**src/rtl/gshare_upd_arb_pkg.sv**
```systemverilog
// gshare PHT update arbiter: shared widths and entry type.
// Defaults stand in for constants.vh when it is not included first.
`ifndef GSH_PHT_SEL
`define GSH_PHT_SEL 10
`endif
`ifndef GSH_PHT_NUM
`define GSH_PHT_NUM (1 << `GSH_PHT_SEL)
`endif
`ifndef GSH_UPD_DEPTH
`define GSH_UPD_DEPTH 4
`endif
`ifndef GSH_UPD_ENT_W
`define GSH_UPD_ENT_W (`GSH_PHT_SEL + 1)
`endif

package gshare_upd_arb_pkg;

  localparam int PHT_SEL   = `GSH_PHT_SEL;
  localparam int PHT_NUM   = `GSH_PHT_NUM;
  localparam int UPD_DEPTH = `GSH_UPD_DEPTH;
  localparam int ENT_W     = `GSH_UPD_ENT_W;

  typedef struct packed {
    logic               cond;
    logic [PHT_SEL-1:0] went;
  } upd_ent_t;

endpackage

```
**src/rtl/gshare_upd_arb_if.sv**
```systemverilog
// Request and update bundle between branch units, arbiter
// and the gshare predictor write port.
interface gshare_upd_arb_if;
  import gshare_upd_arb_pkg::*;

  logic               req0_valid;
  logic               req0_cond;
  logic [PHT_SEL-1:0] req0_went;
  logic               req1_valid;
  logic               req1_cond;
  logic [PHT_SEL-1:0] req1_went;
  logic               req_ready;
  logic               upd_we;
  logic               upd_wcond;
  logic [PHT_SEL-1:0] upd_went;
  logic               busy;

  modport master (
    output req0_valid, req0_cond, req0_went,
    output req1_valid, req1_cond, req1_went,
    input  req_ready,
    input  upd_we, upd_wcond, upd_went, busy
  );

  modport slave (
    input  req0_valid, req0_cond, req0_went,
    input  req1_valid, req1_cond, req1_went,
    output req_ready,
    output upd_we, upd_wcond, upd_went, busy
  );

endinterface

```
**src/rtl/gsh_upd_fifo.sv**
```systemverilog
// In-order update buffer: up to two pushes and one pop
// per cycle, head and occupancy exposed, no bypass.
module gsh_upd_fifo
  import gshare_upd_arb_pkg::*;
#(
  parameter  int DEPTH = 4,
  localparam int PTR_W = $clog2(DEPTH),
  localparam int CNT_W = PTR_W + 1
) (
  input  logic             clk,
  input  logic             reset_n,
  input  logic             push0,
  input  upd_ent_t         push0_data,
  input  logic             push1,
  input  upd_ent_t         push1_data,
  input  logic             pop,
  output upd_ent_t         head,
  output logic [CNT_W-1:0] count
);

  upd_ent_t         mem_q [DEPTH];
  upd_ent_t         mem_d [DEPTH];
  logic [PTR_W-1:0] wr_ptr_q, wr_ptr_d;
  logic [PTR_W-1:0] rd_ptr_q, rd_ptr_d;
  logic [CNT_W-1:0] count_q, count_d;

  // next storage, pointers and occupancy
  always_comb begin
    mem_d    = mem_q;
    wr_ptr_d = wr_ptr_q;
    rd_ptr_d = rd_ptr_q;
    if (push0) begin
      mem_d[wr_ptr_d] = push0_data;
      wr_ptr_d        = wr_ptr_d + PTR_W'(1);
    end
    if (push1) begin
      mem_d[wr_ptr_d] = push1_data;
      wr_ptr_d        = wr_ptr_d + PTR_W'(1);
    end
    if (pop) begin
      rd_ptr_d = rd_ptr_q + PTR_W'(1);
    end
    count_d = count_q + CNT_W'(push0)
            + CNT_W'(push1) - CNT_W'(pop);
  end

  // control state, cleared by reset
  always_ff @(posedge clk) begin
    if (!reset_n) begin
      wr_ptr_q <= '0;
      rd_ptr_q <= '0;
      count_q  <= '0;
    end else begin
      wr_ptr_q <= wr_ptr_d;
      rd_ptr_q <= rd_ptr_d;
      count_q  <= count_d;
    end
  end

  // payload storage needs no reset
  always_ff @(posedge clk) begin
    mem_q <= mem_d;
  end

  assign head  = mem_q[rd_ptr_q];
  assign count = count_q;

endmodule

```
**src/rtl/gshare_upd_arb.sv**
```systemverilog
// Two-port PHT update arbiter feeding gshare_predictor.
// GSH_UPD_STAT_EN adds issued/stall/dual statistics counters.
module gshare_upd_arb
  import gshare_upd_arb_pkg::*;
#(
  parameter  int DEPTH = UPD_DEPTH,
  localparam int PTR_W = $clog2(DEPTH),
  localparam int CNT_W = PTR_W + 1
) (
  input  logic        clk,
  input  logic        reset_n,
  gshare_upd_arb_if.slave bus
`ifdef GSH_UPD_STAT_EN
  ,
  output logic [31:0] stat_issued,
  output logic [31:0] stat_stall,
  output logic [31:0] stat_dual
`endif
);

  localparam logic [CNT_W-1:0] RDY_MAX =
    CNT_W'(DEPTH - 2);

  logic [CNT_W-1:0] count;
  upd_ent_t         head;
  upd_ent_t         req0_ent, req1_ent;
  upd_ent_t         push0_data, push1_data;
  logic             push0, push1, pop;
  logic             ready, acc0, acc1, empty;
  logic             sel_head, sel_r0, sel_r1;
  logic             upd_we_q, upd_we_d;
  upd_ent_t         out_q, out_d;

  assign req0_ent = {bus.req0_cond, bus.req0_went};
  assign req1_ent = {bus.req1_cond, bus.req1_went};

  assign ready = reset_n & (count <= RDY_MAX);
  assign acc0  = bus.req0_valid & ready;
  assign acc1  = bus.req1_valid & ready;
  assign empty = (count == '0);

  assign sel_head = ~empty;
  assign sel_r0   = empty & acc0;
  assign sel_r1   = empty & ~acc0 & acc1;

  // issue the oldest candidate, queue the rest in age order
  always_comb begin
    pop        = 1'b0;
    push0      = 1'b0;
    push1      = 1'b0;
    push0_data = req0_ent;
    push1_data = req1_ent;
    upd_we_d   = 1'b0;
    out_d      = out_q;
    unique case (1'b1)
      sel_head: begin
        out_d      = head;
        upd_we_d   = 1'b1;
        pop        = 1'b1;
        push0      = acc0 | acc1;
        push0_data = acc0 ? req0_ent : req1_ent;
        push1      = acc0 & acc1;
      end
      sel_r0: begin
        out_d      = req0_ent;
        upd_we_d   = 1'b1;
        push0      = acc1;
        push0_data = req1_ent;
      end
      sel_r1: begin
        out_d    = req1_ent;
        upd_we_d = 1'b1;
      end
      default: begin
      end
    endcase
  end

  // registered update port
  always_ff @(posedge clk) begin
    if (!reset_n) begin
      upd_we_q <= 1'b0;
      out_q    <= '0;
    end else begin
      upd_we_q <= upd_we_d;
      out_q    <= out_d;
    end
  end

  gsh_upd_fifo #(.DEPTH(DEPTH)) u_fifo (
    .clk        (clk),
    .reset_n    (reset_n),
    .push0      (push0),
    .push0_data (push0_data),
    .push1      (push1),
    .push1_data (push1_data),
    .pop        (pop),
    .head       (head),
    .count      (count)
  );

  assign bus.req_ready = ready;
  assign bus.upd_we    = upd_we_q;
  assign bus.upd_wcond = out_q.cond;
  assign bus.upd_went  = out_q.went;
  assign bus.busy      = ~empty | upd_we_q;

`ifdef GSH_UPD_STAT_EN
  logic [31:0] iss_q, iss_d;
  logic [31:0] stl_q, stl_d;
  logic [31:0] dul_q, dul_d;

  // statistics next values, wrapping naturally
  always_comb begin
    iss_d = iss_q + 32'(upd_we_q);
    stl_d = stl_q + 32'((bus.req0_valid
          | bus.req1_valid) & ~ready);
    dul_d = dul_q + 32'(acc0 & acc1);
  end

  // statistics counters
  always_ff @(posedge clk) begin
    if (!reset_n) begin
      iss_q <= '0;
      stl_q <= '0;
      dul_q <= '0;
    end else begin
      iss_q <= iss_d;
      stl_q <= stl_d;
      dul_q <= dul_d;
    end
  end

  assign stat_issued = iss_q;
  assign stat_stall  = stl_q;
  assign stat_dual   = dul_q;
`endif

endmodule

```
**src/flat_wrapper.sv**
```systemverilog
// flat-port wrapper written by rule: the top's interface ports become plain ports
module gshare_upd_arb_flat import gshare_upd_arb_pkg::*;
#(
  parameter  int DEPTH = UPD_DEPTH,
  localparam int PTR_W = $clog2(DEPTH),
  localparam int CNT_W = PTR_W + 1
)
  (clk, reset_n, bus_req0_valid, bus_req0_cond, bus_req0_went, bus_req1_valid, bus_req1_cond, bus_req1_went, bus_req_ready, bus_upd_we, bus_upd_wcond, bus_upd_went, bus_busy);
  gshare_upd_arb_if bus_i ();
  input  logic clk;
  input  logic reset_n;
  input wire logic [$bits(bus_i.req0_valid)-1:0] bus_req0_valid;
  input wire logic [$bits(bus_i.req0_cond)-1:0] bus_req0_cond;
  input wire logic [$bits(bus_i.req0_went)-1:0] bus_req0_went;
  input wire logic [$bits(bus_i.req1_valid)-1:0] bus_req1_valid;
  input wire logic [$bits(bus_i.req1_cond)-1:0] bus_req1_cond;
  input wire logic [$bits(bus_i.req1_went)-1:0] bus_req1_went;
  output wire logic [$bits(bus_i.req_ready)-1:0] bus_req_ready;
  output wire logic [$bits(bus_i.upd_we)-1:0] bus_upd_we;
  output wire logic [$bits(bus_i.upd_wcond)-1:0] bus_upd_wcond;
  output wire logic [$bits(bus_i.upd_went)-1:0] bus_upd_went;
  output wire logic [$bits(bus_i.busy)-1:0] bus_busy;
  assign bus_i.req0_valid = bus_req0_valid;
  assign bus_i.req0_cond = bus_req0_cond;
  assign bus_i.req0_went = bus_req0_went;
  assign bus_i.req1_valid = bus_req1_valid;
  assign bus_i.req1_cond = bus_req1_cond;
  assign bus_i.req1_went = bus_req1_went;
  assign bus_req_ready = bus_i.req_ready;
  assign bus_upd_we = bus_i.upd_we;
  assign bus_upd_wcond = bus_i.upd_wcond;
  assign bus_upd_went = bus_i.upd_went;
  assign bus_busy = bus_i.busy;
  gshare_upd_arb #(.DEPTH(DEPTH)) u_core (.clk(clk), .reset_n(reset_n), .bus(bus_i));
endmodule
```
**config.mk**
```make
export PLATFORM = sky130hd
export DESIGN_NAME = gshare_upd_arb_flat
export DESIGN_NICKNAME = d
export VERILOG_FILES = /design/src/rtl/gshare_upd_arb_pkg.sv /design/src/rtl/gshare_upd_arb_if.sv /design/src/rtl/gsh_upd_fifo.sv /design/src/rtl/gshare_upd_arb.sv /design/src/flat_wrapper.sv
export SDC_FILE = /design/constraint.sdc
export NUM_CORES = 1
export LEC_CHECK = 0
export CORE_MARGIN = 1
export CORE_UTILIZATION = 60
export CTS_CLUSTER_DIAMETER = 60
export DETAILED_ROUTE_END_ITERATION = 10
export HOLD_SLACK_MARGIN = 0.12
export PLACE_DENSITY = 0.85
export SYNTH_ARGS = -nofsm -noshare
export SYNTH_HDL_FRONTEND = slang
export SYNTH_SLANG_ARGS = --single-unit
```
**constraint.sdc**
```tcl
create_clock -name clk -period 4.2 [get_ports clk]
set_input_delay 0.42 -clock clk [delete_from_list [all_inputs] [get_ports clk]]
set_output_delay 0.42 -clock clk [all_outputs]
set_load 0.03 [all_outputs]
```
==> metrics, run 1 <==
syn avg cell area=9.14 um2; placed cell area=3680 um2; WHS=slightly below 0.5 ns; Cells after Synth=362; pre-CTS setup slack=0.854 ns; Worst Path Arrival=3.72 ns; Design Area, Final=3880 um2; hold_sp=u_core.u_fifo.mem_q[16]; area grow syn2layout=17.4%; Clk Tree Root Cell=clkbuf_8; max-slew violations=0; r2r setup slk=0.72 ns; Initial Util=63.6%; final std cells w/o fill=466; final worst slack=0.720 ns; Hold Vio Cnt, Final=0; Overall Global Routing Usage=33.4%; post-synth cell types=34; register area share after synthesis=between 30% and 40%; Seq cells post-synth=63; cell area power density=753 nW/um2; first drt pass iteration count=5; DP HPWL=a little under 6000 um; WHS Endpoint=u_core.u_fifo.mem_q[16]; worst r2r src=u_core.u_fifo.count[0]; Tot Pwr=2.93 mW; leakage=1.43 nW; layout cell share with drive strength beyond 1=11.6%; max cap viols=0; number of global-route vias before repair=2997; Clk pin slew, worst setup/hold paths=0.07 ns; Inst Count DP=450; clk_lat worst skew=0.35 ns; Setup crit end kind=flip-flop; Crit Path Category=reg -> reg; Core Region=5200 um2; die height=76.3 um; # DRC=0; maximum number of pins on one net before global-route repair=24; Worst Tran Pin Value=0.890 ns; 1st-iter DRT viols=270; CTS tree=yes; via count=2986; Clock Sinks=63; final setup vio count=0; peak supply drop=406 uV; Num CTS Buffers=9; syn_nets=399; synthesis warning total=0; Die ar.=5820 um2; diode count=0; gr ovfl total=0; fin util=74.6%; Tcrit/Tclk final=slightly above 80%; fillers=approximately 370; status=finished, final reports clean; Final Skew=around 0.0066 ns; RSZ-0062 raised after global routing=no; H-tree levels=3; drt total wl=8960 um; CTS resizes=0; first-pass GRT wire length=15000 um; hold depth=2; per-cell routed wire length=approximately 19 um; R2R Path End=u_core.u_fifo.mem_q[14]; Max transition margin=between 40% and 50%; CTS Hold Bufs=0; Final ANT Viol Nets=0; Hold Path Class=reg -> reg; I/O pin count=40; clk buf depth=2; fin crit period=roughly 3.5 ns; Die W=76.3 um; Mapped Area=about 3300 um2; R2R depth=10; Port Buffer Count=39; startpoint types=flip-flop; FMAX=287 MHz; Site Rows=26; Via density=6.41; largest fanout on the critical path=17; setup bufs post-CTS=0; gpl congestion=0.858; setup tns final=0 ns; Req. time, crit path=4.44 ns; Layout Nets=428; antenna violations before repair=0
-- cells in the final DEF (no fill, tap or decap), types with 8 or more instances in the layout --
cell / count
dfxtp_1: 63
nand2_1: 49
nand3_1: 49
o211ai_1: 45
clkdlybuf4s50_1: 39
o21ai_0: 25
mux2i_1: 13
a21oi_1: 13
clkbuf_8: 12
mux4_2: 11
a22oi_1: 11
ha_1: 9
inv_1: 8
-- worst max-delay path by stage --
stage / startpoint / to / slack (ns) / depth (start not counted)
finish: u_core.u_fifo.count[0] / u_core.u_fifo.mem_q[14] / 0.72 / 10
detailed placement: u_core.u_fifo.count[0] / u_core.u_fifo.mem_q[4] / 0.85 / 9
global route: u_core.u_fifo.count[0] / u_core.u_fifo.mem_q[7] / 0.58 / 9
CTS: u_core.u_fifo.count[0] / u_core.u_fifo.mem_q[4] / 0.79 / 9
global placement: u_core.u_fifo.count[0] / u_core.u_fifo.mem_q[3] / 1.03 / 9
floorplan: u_core.u_fifo.count[0] / u_core.u_fifo.mem_q[12] / 1.56 / 11
-- layout make-up --
class / instances / area (um2) / area share, %
multi-input cells: 263 / 1850 / 47.7
flip-flops and latches: 63 / 1260 / 32.5
clock inverters: 3 / 40.0 / 1.03
clock buffers: 13 / 169 / 4.35
repair buffers: 46 / 443 / 11.4
well taps: 70 / 87.6 / 2.25
inverters: 8 / 30.0 / 0.773
-- kinds of logic (layout without fill, tap and decap cells) --
kind of cell,Yosys count,after routing,share of synthesized area [%]
flip-flops,63,63,38.1
adder cells (fa/ha/maj),12,12,5.03
AND/OR/NAND/NOR,126,126,19.2
AO/OA/AOI/OAI,98,98,19.5
XOR/XNOR,3,3,0.794
buffers and inverters,36,70,5.86
multiplexers,24,24,11.4
-- per-layer routing --
layer / part of all wire, % / track usage [%] / up-vias
met3: 8.8 / 11.0 / 22
met2: 49 / 54.5 / 152
met5: 0 / 0 / -
li1: - / - / 1389
met4: 2.2 / 12.1 / 0
met1: 40 / 41.1 / 1423
-- worst max-delay path: stages (launching register included) --
cell and delay [ns]:
dfxtp_1 0.35, or3_1 0.67, maj3_4 0.50, nand2_4 0.11, mux2i_1 0.36, inv_1 0.13, ha_1 0.22, nand3_1 0.08
buf_4 0.20, or2b_2 0.44, o211ai_1 0.31
-- Yosys cell counts --
cell type,instances,area share (%)
ha_1,9,3.4
and3b_1,1,0.26
nor2_1,2,0.23
or2b_2,4,1.1
buf_1,1,0.11
a22oi_1,11,2.5
nand2_4,1,0.34
xnor2_1,3,0.79
and2_1,6,1.1
buf_2,2,0.30
buf_4,5,1.1
mux2i_1,13,3.9
nor3_1,1,0.15
and3_1,5,0.95
or3_1,1,0.19
dfxtp_1,63,38
inv_1,8,0.91
buf_6,5,1.7
nand2_1,49,5.6
nand3_1,49,7.4
nand2b_1,1,0.19
o211ai_1,45,10
a211oi_2,1,0.38
nand3_2,4,1.2
nor2b_1,1,0.19
fa_1,2,1.2
mux4_2,11,7.5
clkbuf_1,15,1.7
o21ai_0,25,3.8
maj3_4,1,0.42
nor3b_2,1,0.38
o21a_2,1,0.26
o21a_1,2,0.45
a21oi_1,13,2.0
-- power breakdown --
group          total (mW)  switching, mW  leakage, nW  internal [mW]
combinational        1.36          0.738        0.800          0.617
clock               0.553          0.232        0.109          0.321
sequential           1.02          0.185        0.523          0.833
total                2.93           1.16         1.43           1.77
-- state kept, by name, summed over array words and instances, names as in the netlist --
name	cells
u_core.bus.upd_wcond	1
u_core.bus.upd_we	1
u_core.bus.upd_went	10
u_core.u_fifo.mem_q	44
u_core.u_fifo.rd_ptr_q	2
u_core.u_fifo.wr_ptr_q	2
u_core.u_fifo.count	3
(Power assumes the default switching activity.)
==> run 2: changes to the inputs <==
--- a/config.mk
+++ b/config.mk
@@ -6,11 +6,11 @@
 export NUM_CORES = 1
 export LEC_CHECK = 0
 export CORE_MARGIN = 1
-export CORE_UTILIZATION = 60
+export CORE_UTILIZATION = 56
 export CTS_CLUSTER_DIAMETER = 60
 export DETAILED_ROUTE_END_ITERATION = 10
 export HOLD_SLACK_MARGIN = 0.12
-export PLACE_DENSITY = 0.85
+export PLACE_DENSITY = 0.8
 export SYNTH_ARGS = -nofsm -noshare
 export SYNTH_HDL_FRONTEND = slang
 export SYNTH_SLANG_ARGS = --single-unit
==> constraint.sdc (replaced) <==
create_clock -name clk -period 3.41 [get_ports clk]
set_input_delay 0.341 -clock clk [delete_from_list [all_inputs] [get_ports clk]]
set_output_delay 0.341 -clock clk [all_outputs]
set_load 0.03 [all_outputs]
==> run 2 against run 1 <==
Net effect: count of clock-buffer cells in the layout down 1; power up 20%; fmax up 23%; worst hold slack worse by 0.0018 ns; wire length up 7.1%; first-iteration DRC count up 19%; register-to-register slack worse by 0.13 ns; critical path depth down 1; die area up 7.0%; non-clock buffer count up 2; sequential share of layout area up 0.18 points; clock power up 5.6%.
==> metrics, run 2 (same netlist as run 1, synthesis figures left out) <==
status=finished, final reports clean; sw power=1.41 mW (+22%); most frequent cells in the layout=dfxtp_1, nand2_1, nand3_1; maximum number of pins on one net before global-route repair=17 (-29%); Hold Path Class=reg -> reg; area grow syn2layout=16.7%; leakage=1.42 nW (-0.73%); register share of total power=35.8% (+1.0 points); diode count=0 (unchanged); Clock Sinks=63 (unchanged); slowest cell delay on critical path=0.44 ns (-0.23 ns); Tcrit/Tclk final=82.8% (-0.094 points); Design Area, Final=3860 um2 (-0.55%); Die ar.=6220 um2 (+7.0%); Die W=78.9 um (+3.4%); Overall Global Routing Usage=32.7% (-0.71 points); Switching Fraction=40.2% (+0.73 points); Worst Path Arrival=3.08 ns (-0.64 ns); via count=3119 (+4.5%); critical-path cell list=or3_1, maj3_4, nand2_4, mux2i_1, inv_1, ha_1, nand3_1, or2b_2, o211ai_1; layout cell share with drive strength beyond 1=11.6% (+0.029 points); fin crit period=2.82 ns (-0.658 ns); 1st-iter DRT viols=322 (+19%); CTS tree=yes; Int Pwr=2.10 mW (+19%); setup tns final=0 ns (unchanged); cell area power density=911 nW/um2 (+21%); CTS resizes=0 (unchanged); peak supply drop=615 uV (+52%); max-slew violations=0 (unchanged); setup bufs post-CTS=0 (unchanged); Max transition margin=40.4% (-0.15 points); Final Skew=0.0114 ns (+0.00483 ns); FMAX=354 MHz (+23%); Biggest register=u_core.u_fifo.mem_q; RSZ-0062 raised after global routing=no; CP max-delay cell=or2b_2; max cap viols=0 (unchanged); Via density=6.68 (+4.2%); startpoint types=flip-flop; final setup vio count=0 (unchanged); per-cell routed wire length=20.6 um (+6.9%); first drt pass iteration count=5 (unchanged); Worst Tran Pin Value=0.892 ns (+0.00224 ns); CTS Hold Bufs=0 (unchanged); die height=78.9 um (+3.4%); Site Rows=27 (+3.8%); # DRC=0 (unchanged); H-tree levels=3 (unchanged); Num CTS Buffers=9 (unchanged); Initial Util=59.0% (-4.6 points); Req. time, crit path=3.67 ns (-0.77 ns); first-pass GRT wire length=15100 um (+0.97%); DP HPWL=6060 um (+3.6%); Layout Nets=430 (+0.47%); antenna violations before repair=0 (unchanged); gr ovfl total=0 (unchanged); clk_lat worst skew=0.35 ns (about the same); clock group share of total power=16.6% (-2.3 points); max reg flops=44 (unchanged); I/O pin count=40 (unchanged); Setup crit end kind=flip-flop; drt total wl=9600 um (+7.1%); number of global-route vias before repair=2937 (-2.0%); commonest non-fill, non-tap cell in the layout=dfxtp_1; placed cell area=3690 um2 (+0.48%); Hold Vio Cnt, Final=0 (unchanged); logic gate share of total power=47.6% (+1.3 points); gpl congestion=0.847 (-1.3%); Port Buffer Count=39 (unchanged); Core Region=5610 um2 (+7.7%); Clk Tree Root Cell=clkbuf_8; largest fanout on the critical path=11 (-6); Final ANT Viol Nets=0 (unchanged); clk buf depth=2 (unchanged); Crit Path Category=reg -> reg; Clk pin slew, worst setup/hold paths=0.07 ns (about the same)
run 2: cell count changes in the layout (fill, tap and decap cells not counted), sizes merged:
cell / change
clkbuf: -1
bufinv: -1
buf: +2
clkinv: -1
run 2: area by class of cell:
type | instances | area [um2]
inverters | 8 | 30.0
multi-input cells | 263 | 1850
repair buffers | 48 | 458
clock inverters | 1 | 5.00
well taps | 72 | 90.1
fillers | 459 | 1740
clock buffers | 12 | 165
flip-flops and latches | 63 | 1260
run 2: critical path: cells and delay by family (launching register included):
| kind | cells | cell delay (ns) |
|---|---|---|
| compound gates | 1 | 0.23 |
| fa+ha+maj | 2 | 0.62 |
| buf+inv | 1 | 0.13 |
| flops | 1 | 0.35 |
| mux | 1 | 0.33 |
| simple gates | 4 | 1.07 |
run 2: path summary, 6_finish.rpt:
| check | startpoint | cells after the start | endpoint | slack [ns] |
|---|---|---|---|---|
| setup reg to reg | u_core.u_fifo.count[0] | 9 | u_core.u_fifo.mem_q[20] | 0.59 |
| hold reg to reg | u_core.u_fifo.mem_q[9] | 2 | u_core.u_fifo.mem_q[9] | 0.49 |
| setup / recovery | u_core.u_fifo.count[0] | 9 | u_core.u_fifo.mem_q[20] | 0.59 |
| hold / removal | u_core.u_fifo.mem_q[9] | 2 | u_core.u_fifo.mem_q[9] | 0.49 |
run 2: per-stage QoR:
stage	hold WS [ns]	worst slack (ns)	util, %	total power [mW]	std cells
5_1_grt	0.511	0.444	68.9	3.72	467
4_1_cts	0.490	0.596	68.9	3.49	467
3_3_place_gp	0.467	0.577	65.9	2.83	454
2_1_floorplan	0.458	0.771	-	2.45	362
6_report	0.494	0.588	68.9	3.52	467
3_5_place_dp	0.477	0.484	65.9	2.90	454
run 2: power by group through the flow:
stage	clock network (mW)	logic, mW	registers (mW)
after floorplan	0	1.21	1.24
after global placement	0	1.58	1.25
after detailed placement	0	1.64	1.26
after CTS	0.584	1.65	1.25
after global routing	0.621	1.81	1.29
final	0.584	1.67	1.26
run 2: layer usage:
layer	share of wire [%]	global-route usage, %	wire, um	up-vias
met5	0	0	0	-
met4	2.8	16.0	267	0
met3	11	7.24	1060	45
met2	47	53.2	4510	203
met1	39	40.9	3760	1475
li1	-	-	-	1396
==> run 3: changes to the inputs <==
--- a/config.mk
+++ b/config.mk
@@ -6,11 +6,11 @@
 export NUM_CORES = 1
 export LEC_CHECK = 0
 export CORE_MARGIN = 1
-export CORE_UTILIZATION = 56
+export CORE_UTILIZATION = 50
 export CTS_CLUSTER_DIAMETER = 60
 export DETAILED_ROUTE_END_ITERATION = 10
 export HOLD_SLACK_MARGIN = 0.12
-export PLACE_DENSITY = 0.8
+export PLACE_DENSITY = 0.76
 export SYNTH_ARGS = -nofsm -noshare
 export SYNTH_HDL_FRONTEND = slang
 export SYNTH_SLANG_ARGS = --single-unit
==> constraint.sdc (replaced) <==
create_clock -name clk -period 2.55 [get_ports clk]
set_input_delay 0.255 -clock clk [delete_from_list [all_inputs] [get_ports clk]]
set_output_delay 0.255 -clock clk [all_outputs]
set_load 0.03 [all_outputs]
==> run 3 against run 2 <==
Net effect: clock power grew 63%; non-clock buffer count is 13 higher; design area rose by 5.1%; power rose by 42%; via count fell by 3.0%; final cell count rose by 4.5%; global-route usage shrank 5.9 points; flip-flop and latch count unchanged; fmax increased by 15%.
==> metrics, run 3 (same netlist as run 1, synthesis figures left out) <==
Die ar.=6950 um2 (+12%); Clk pin slew, worst setup/hold paths=0.07 ns (about the same); Die W=83.4 um (+5.7%); Setup crit end kind=flip-flop; area of the multi-input gates=1890 um2 (+2.2%); Req. time, crit path=2.80 ns (-0.87 ns); Clk Tree Root Cell=clkbuf_8; 1st-iter DRT viols=299 (-7.1%); via count=3024 (-3.0%); per-cell routed wire length=18.4 um (-11%); Setup crit end=u_core.u_fifo.mem_q[8]; commonest non-fill, non-tap cell in the layout=dfxtp_1; I/O pin count=40 (unchanged); r2r setup slk=0.10 ns (-0.48 ns); Overall Global Routing Usage=26.8% (-5.9 points); H-tree levels=3 (unchanged); cell area power density=1230 nW/um2 (+35%); RSZ-0062 raised after global routing=no; fillers=523 (+14%); worst r2r src=u_core.u_fifo.count[0]; most frequent cells in the layout=dfxtp_1, nand2_1, nand3_1; drt total wl=8980 um (-6.5%); Hold Path Class=reg -> reg; antenna violations before repair=0 (unchanged); Register Area=1260 um2 (unchanged); Worst Tran Pin Value=0.653 ns (-0.239 ns); first drt pass iteration count=5 (unchanged); Initial Util=51.8% (-7.2 points); gpl congestion=0.777 (-8.2%); critical path launch point=u_core.u_fifo.count[0]; Biggest register=u_core.u_fifo.mem_q; area grow syn2layout=22.7%; Port Buffer Count=39 (unchanged); die height=83.4 um (+5.7%); Core Region=6390 um2 (+14%); CTS tree=yes; layout cell share with drive strength beyond 1=15.6% (+3.9 points); Site Rows=29 (+7.4%); leakage=1.52 nW (+6.9%); max reg flops=44 (unchanged); Final Skew=0.00937 ns (-0.00202 ns); Via density=6.20 (-7.2%); largest fanout on the critical path=6 (-5); Clock Sinks=63 (unchanged); Tot Pwr=5.00 mW (+42%); gr ovfl total=0 (unchanged); Tcrit/Tclk final=96.0% (+13 points); setup tns final=0 ns (unchanged); Layout Nets=444 (+3.3%); Max transition margin=56.4% (+16 points); # DRC=0 (unchanged); FMAX=409 MHz (+15%); DP HPWL=5880 um (-2.9%); clk_lat worst skew=0.34 ns (about the same); R2R Path End=u_core.u_fifo.mem_q[8]; Final ANT Viol Nets=0 (unchanged); R2R depth=9 (unchanged); first-pass GRT wire length=14600 um (-3.4%); clk buf depth=2 (unchanged); Crit Path Category=reg -> reg; fin crit period=2.45 ns (-0.376 ns); status=finished, final reports clean; Worst Path Arrival=2.70 ns (-0.38 ns); maximum number of pins on one net before global-route repair=17 (unchanged); Hold Vio Cnt, Final=0 (unchanged); max-slew violations=0 (unchanged); Num CTS Buffers=9 (unchanged); peak supply drop=874 uV (+42%); startpoint types=flip-flop; diode count=0 (unchanged); number of global-route vias before repair=2925 (-0.41%); final setup vio count=0 (unchanged); max cap viols=0 (unchanged)
==> run 3: cell count changes in the layout (fill, tap and decap cells not counted), sizes merged <==
cell    delta
buf       +13
bufinv     +2
clkbuf     -1
clkinv     +1
or2b       +1
==> run 3: cell type report <==
type | instances | share of cell area, %
tap | 77 | 2.37
clock inverter | 4 | 1.73
clock buffer | 11 | 3.48
timing repair buffer | 61 | 14.0
inverter | 8 | 0.739
sequential | 63 | 31.1
multi-input combinational | 264 | 46.6
==> run 3: report_power, final <==
part / leakage, nW / switching [mW] / internal, mW
Sequential: 0.523 / 0.236 / 1.37
Clock: 0.109 / 0.381 / 0.569
Combinational: 0.888 / 1.29 / 1.15
Total: 1.52 / 1.91 / 3.09
==> run 3: worst min-delay path by stage <==
stage	start	end	slack (ns)	cells past startpoint
after detailed placement	u_core.u_fifo.mem_q[15]	u_core.u_fifo.mem_q[15]	0.48	2
after global placement	u_core.u_fifo.mem_q[31]	u_core.u_fifo.mem_q[31]	0.47	2
final	u_core.u_fifo.mem_q[1]	u_core.u_fifo.mem_q[1]	0.49	2
after global routing	u_core.u_fifo.mem_q[14]	u_core.u_fifo.mem_q[14]	0.52	2
after CTS	u_core.u_fifo.mem_q[15]	u_core.u_fifo.mem_q[15]	0.49	2
after floorplan	bus_req1_cond	u_core.u_fifo.mem_q[10]	0.38	2
==> run 3: critical path, stage by stage (launching register included) <==
cell,delay [ns]
dfxtp_1,0.31
or3_1,0.42
maj3_4,0.36
nand2_4,0.12
mux2i_4,0.24
inv_1,0.08
ha_1,0.20
nand3_1,0.12
or2b_4,0.33
o211ai_1,0.20
==> run 3: timing repair <==
action	4_1_cts	5_1_grt
resized for setup	0	4
hold buffers	0	0
endpoints found under the setup margin	0	18
buffers inserted	0	1
==> run 3: layer usage <==
metal  up-vias  routed length, um  track usage, %
met5         -                  0               0
met4         0                176            9.72
met3        23                837            7.36
met2       155               4170            42.1
met1      1421               3790            35.3
li1       1425                  -               -
==> run 3: through the flow <==
| stage | instances | setup WS [ns] | utilization [%] | hold WS, ns | area [um2] |
|---|---|---|---|---|---|
| 3_3_place_gp | 471 | 0.128 | 59.8 | 0.468 | 3820 |
| 3_5_place_dp | 471 | 0.0273 | 59.8 | 0.479 | 3820 |
| 6_report | 488 | 0.103 | 63.6 | 0.493 | 4060 |
| 2_1_floorplan | 362 | 0.0133 | - | 0.381 | 3330 |
| 4_1_cts | 486 | 0.0392 | 63.1 | 0.492 | 4030 |
| 5_1_grt | 488 | 0.0181 | 63.6 | 0.516 | 4060 |
